==> src/rtl/ex_mem_stage.sv <==
// EX/MEM pipeline stage: classifies the executed instruction, resolves
// branches, and buffers results in a main register plus a one-entry skid
// register so upstream sees a registered ready.
module ex_mem_stage #(
  parameter int unsigned RSTATUS_REG = 30
) (
  input  logic        clock,
  input  logic        reset,
  input  logic        in_valid,
  output logic        in_ready,
  input  logic [4:0]  in_opcode,
  input  logic [4:0]  in_aluop,
  input  logic [4:0]  in_rd,
  input  logic [31:0] alu_result,
  input  logic        alu_isNotEqual,
  input  logic        alu_isLessThan,
  input  logic        alu_overflow,
  input  logic [31:0] in_target,
  input  logic [31:0] in_store_data,
  input  logic        flush,
  output logic        out_valid,
  input  logic        out_ready,
  output logic [31:0] out_result,
  output logic [4:0]  out_rd,
  output logic        out_we,
  output logic [31:0] out_store_data,
  output logic        out_is_store,
  output logic        out_is_load,
  output logic        branch_taken,
  output logic [31:0] branch_target
);

  typedef enum logic [4:0] {
    OP_ALU  = 5'b00000,
    OP_BNE  = 5'b00010,
    OP_ADDI = 5'b00101,
    OP_BLT  = 5'b00110,
    OP_SW   = 5'b00111,
    OP_LW   = 5'b01000
  } opcode_e;

  localparam logic [4:0] ALUOP_ADD = 5'b00000;
  localparam logic [4:0] ALUOP_SUB = 5'b00001;
  localparam logic [4:0] RSTATUS   = 5'(RSTATUS_REG);

  typedef struct packed {
    logic [31:0] result;
    logic [4:0]  rd;
    logic        we;
    logic [31:0] store_data;
    logic        is_store;
    logic        is_load;
  } entry_t;

  entry_t      main_q, main_d, skid_q, skid_d, incoming;
  logic        main_valid_q, main_valid_d;
  logic        skid_valid_q, skid_valid_d;
  logic        in_ready_d;
  logic        taken_d;
  logic [31:0] target_d;
  logic        take;
  logic        accept;
  logic        we_base;

  // Decode the presented instruction into an output entry and branch decision
  always_comb begin
    incoming            = '0;
    incoming.result     = alu_result;
    incoming.rd         = in_rd;
    incoming.store_data = in_store_data;
    incoming.is_store   = (in_opcode == OP_SW);
    incoming.is_load    = (in_opcode == OP_LW);
    we_base = (in_opcode == OP_ALU) || (in_opcode == OP_ADDI) || (in_opcode == OP_LW);
    if (alu_overflow) begin
      if (in_opcode == OP_ALU && in_aluop == ALUOP_ADD) begin
        incoming.result = 32'd1;
        incoming.rd     = RSTATUS;
        we_base         = 1'b1;
      end else if (in_opcode == OP_ADDI) begin
        incoming.result = 32'd2;
        incoming.rd     = RSTATUS;
        we_base         = 1'b1;
      end else if (in_opcode == OP_ALU && in_aluop == ALUOP_SUB) begin
        incoming.result = 32'd3;
        incoming.rd     = RSTATUS;
        we_base         = 1'b1;
      end
    end
    incoming.we = we_base && (incoming.rd != '0);
    take = ((in_opcode == OP_BNE) && alu_isNotEqual) ||
           ((in_opcode == OP_BLT) && alu_isLessThan);
  end

  // Main/skid occupancy and branch pulse next-state
  always_comb begin
    main_d       = main_q;
    main_valid_d = main_valid_q;
    skid_d       = skid_q;
    skid_valid_d = skid_valid_q;
    taken_d      = 1'b0;
    target_d     = branch_target;
    accept       = in_valid && in_ready && !flush;
    if (flush) begin
      main_valid_d = 1'b0;
      skid_valid_d = 1'b0;
    end else begin
      if (accept && take) begin
        taken_d  = 1'b1;
        target_d = in_target;
      end
      if (!main_valid_q || out_ready) begin
        // skid is only ever full while in_ready=0, so it never competes with accept
        if (skid_valid_q) begin
          main_d       = skid_q;
          main_valid_d = 1'b1;
          skid_valid_d = 1'b0;
        end else if (accept) begin
          main_d       = incoming;
          main_valid_d = 1'b1;
        end else begin
          main_valid_d = 1'b0;
        end
      end else if (accept) begin
        skid_d       = incoming;
        skid_valid_d = 1'b1;
      end
    end
    in_ready_d = !skid_valid_d;
  end

  // State registers with synchronous active-low reset
  always_ff @(posedge clock) begin
    if (!reset) begin
      main_q        <= '0;
      main_valid_q  <= 1'b0;
      skid_q        <= '0;
      skid_valid_q  <= 1'b0;
      in_ready      <= 1'b1;
      branch_taken  <= 1'b0;
      branch_target <= '0;
    end else begin
      main_q        <= main_d;
      main_valid_q  <= main_valid_d;
      skid_q        <= skid_d;
      skid_valid_q  <= skid_valid_d;
      in_ready      <= in_ready_d;
      branch_taken  <= taken_d;
      branch_target <= target_d;
    end
  end

  assign out_valid      = main_valid_q;
  assign out_result     = main_q.result;
  assign out_rd         = main_q.rd;
  assign out_we         = main_q.we;
  assign out_store_data = main_q.store_data;
  assign out_is_store   = main_q.is_store;
  assign out_is_load    = main_q.is_load;

endmodule

==> config.mk <==
export PLATFORM = sky130hd
export DESIGN_NAME = ex_mem_stage
export DESIGN_NICKNAME = d
export VERILOG_FILES = /design/src/rtl/ex_mem_stage.sv
export SDC_FILE = /design/constraint.sdc
export NUM_CORES = 1
export LEC_CHECK = 0
export CAP_MARGIN = 10
export CORE_ASPECT_RATIO = 0.9
export CORE_MARGIN = 8
export CORE_UTILIZATION = 45
export DETAILED_ROUTE_END_ITERATION = 10
export PLACE_DENSITY = 0.8
export SLEW_MARGIN = 30
export SYNTH_ARGS = -nofsm -noshare
export SYNTH_HDL_FRONTEND = slang
export SYNTH_SLANG_ARGS = --single-unit
==> constraint.sdc <==
create_clock -name clock -period 5.4 [get_ports clock]
set_clock_uncertainty 0.1 [all_clocks]
set_input_delay 0.81 -clock clock [delete_from_list [all_inputs] [get_ports clock]]
set_output_delay 0.81 -clock clock [all_outputs]
set_load 0.05 [all_outputs]
==> impl_metrics.py <==
metrics = {
    "status": {
        "status": "finished clean",
    },
    "clock_network": {
        "cts_buffer_depth": 2,
        "clk_pin_slew_worst_paths_ps": 60,
        "clock_sinks": 180,
        "cts_hold_buf": 0,
        "cts_buffers": 17,
        "clk_latency_ps": 420,
        "postCtsSetupBuffers": 0,
        "htreeDepth": 4,
        "cts_root_buf": "clkbuf_16",
        "cts_tree": "done",
        "post_cts_resized": 0,
    },
    "drt": {
        "via_per_inst": 5.40,
        "wl_per_cell_um": 17.6,
        "routed_wl_mm": 20.9,
        "firstDrtPassIters": 6,
        "first_iter_violations": 558,
        "routed-via-count": 6419,
        "drc_errors": 0,
        "detail-route-antenna-nets": 0,
    },
    "synthesis": {
        "syn_nets": 907,
        "synth_adder_area_share": 0,
        "synth_top_family_by_area": "compound AO/OA/AOI/OAI gates",
        "synth_area_um2": 7230,
        "ys_async_sr_fraction": 0,
        "synth_edf_count": 0,
        "ys_ff_latch": 180,
        "syn_avg_cell_area_um2": 9.18,
        "synthCells": 788,
        "ys_seq_area_frac": 0.498,
        "synth_compound_area_frac": 0.197,
        "synth-xor-area-share": 0,
        "synth_cell_type_count": 41,
        "synthMuxAreaShare": 0.0970,
        "synth_warnings": 0,
        "synthFlopType": "dfxtp_1",
        "post_synth_and_or_nand_nor_area_fraction": 0.162,
    },
    "final_layout": {
        "fillers": 1297,
        "syn2layout_area_growth_pct": 39.6,
        "layout.cells.most_common_list": "clkdlybuf4s50_1 (224), dfxtp_1 (179), nand2_1 (103), nor2_1 (100), mux2i_1 (69)",
        "multi_input_area_um2": 3310,
        "register_area_um2": 3610,
        "final_nets": 1088,
        "final_common_cell": "clkdlybuf4s50_1",
        "antenna_cells": 0,
        "drive_gt1_frac": 0.0855,
    },
    "worst_hold_path": {
        "min_path_type": "flop to flop",
    },
    "sta": {
        "max-slew-margin-rel": 0.349,
        "setup_viol": 0,
        "report.final.slew_viol_count": 0,
        "rsz0062_at_grt": "false",
        "worst_slew_pin_slew_ps": 977,
        "fin_setup_tns_ps": 0,
        "hold_viol": 0,
        "max_freq_mhz": 307,
        "min_period_over_period": 0.604,
        "hold_ws_ps": 355,
        "period_needed_ps": 3260,
    },
    "grt": {
        "grtUsageMet2": 0.327,
        "grt_pass1_wl_mm": 32.9,
        "grt_max_degree": 111,
        "grt_use_total": 0.202,
        "grt_use_met1": 0.237,
        "use_met3": 0.0955,
        "antenna_found_initial": 0,
        "grt_pass1_vias": 6295,
        "grt.busiest_layer": "met2",
        "grt_overflow": 0,
    },
    "placed_design": {
        "place_hpwl_mm": 13.6,
        "place.port_buffers": 225,
        "gp_congestion": 0.779,
    },
    "die": {
        "die_y_um": 136,
        "ios": 226,
        "core_um2": 15900,
        "rows": 44,
        "start_util": 0.455,
        "dieArea_um2": 20400,
        "dieWidth_um": 150,
    },
    "power": {
        "leakage_nw": 3.71,
        "p_per_area_nw_per_um2": 309,
        "vdd_ir_drop_max_mv": 0.228,
        "finalPower_mw": 3.12,
    },
    "worst_setup_path": {
        "crit_required_ps": 5660,
        "worstPathMaxFanout": 24,
        "critPathLaunchType": "input port",
        "end_kind": "flop",
        "crit_arrival_ps": 3520,
        "crit_type": "input port to flop",
    },
    "flow_run": {
        "cap_viol_max_count": 0,
    },
}
[report_power, final]
part / internal (mW) / leakage (nW) / switching, mW
clock network: 0.675 / 0.284 / 0.525
logic: 0.212 / 1.96 / 0.307
registers: 1.38 / 1.47 / 0.0250
total: 2.26 / 3.71 / 0.856
[layer usage]
| layer | vias up | wire (um) |
|---|---|---|
| li1 | 3142 | - |
| met1 | 3037 | 8500 |
| met2 | 226 | 9850 |
| met3 | 14 | 2270 |
| met4 | 0 | 266 |
| met5 | - | 0 |
[worst paths after layout]
| kind | startpoint | end | slack, ps | cells after the start |
|---|---|---|---|---|
| setup / recovery | in_opcode[1] | skid_q[37]$_SDFFE_PN0P_ | 2140 | 6 |
| hold reg to reg | skid_q[26]$_SDFFE_PN0P_ | skid_q[26]$_SDFFE_PN0P_ | 360 | 2 |
| setup reg to reg | out_valid$_SDFFE_PP0P_ | skid_q[37]$_SDFFE_PN0P_ | 2810 | 5 |
| hold / removal | skid_q[26]$_SDFFE_PN0P_ | skid_q[26]$_SDFFE_PN0P_ | 360 | 2 |
[logic make-up (layout without fill, tap and decap cells)]
group,Yosys count,count (layout)
buf+inv,78,272
flops,180,180
compound gates,186,186
simple gates,274,274
mux,70,70
[worst max-delay path: stages]
cell             delay [ps]
clkdlybuf4s50_1         490
nor4_1                  570
and3_1                  340
or3_1                   760
buf_4                   330
o221a_2                 200
[synthesized netlist by cell type (2+ instances only)]
library cell  instances  area share
a21oi_1              68       0.047
or4_1                 2      0.0021
nor3_1                5      0.0035
o32ai_2              30       0.067
buf_6                 4      0.0062
inv_1                 6      0.0031
clkbuf_1             58       0.030
and2_1                4      0.0035
nor4_1                2      0.0017
o21ai_0              12      0.0083
buf_1                 2      0.0010
o21ai_1              22       0.015
nand3_1              37       0.026
o211ai_1              3      0.0031
a311oi_1              2      0.0024
mux2i_1              69       0.095
or3_1                 6      0.0052
a211oi_1             33       0.034
buf_2                 7      0.0048
and3_1                2      0.0017
o221a_2               4      0.0062
o32ai_1               2      0.0024
nand2_1             103       0.053
dfxtp_1             180        0.50
nor2_1              100       0.052
a31oi_1               2      0.0017
o22ai_1               4      0.0035
nand2b_1              6      0.0052
[registers in the layout, indices dropped and copies added, names as in the netlist]
register        cells
in_ready            1
out_store_data     32
out_rd              5
out_valid           1
out_result         32
skid_q             72
out_we              1
branch_target      32
out_is_load         1
out_is_store        1
skid_valid_q        1
branch_taken        1
[per-stage QoR]
step                instance area (um2)  instances  setup WS, ps  utilization
global route                      10100       1189          2020        0.635
detailed placement                 9530       1157          1750        0.599
global placement                   9510       1157          1860        0.598
CTS                               10100       1189          2200        0.635
finish                            10100       1189          2140        0.635
floorplan                          7230        788          2970            -
[area by class of cell]
type                            count  share of cell area
Clock inverter                     11             0.00967
Sequential cell                   180               0.357
Timing Repair Buffer              234               0.230
Tap cell                          207              0.0257
Clock buffer                       21              0.0466
Multi-Input combinational cell    530               0.328
Inverter                            6             0.00248
No activity file was read; power rests on OpenSTA's default activity.
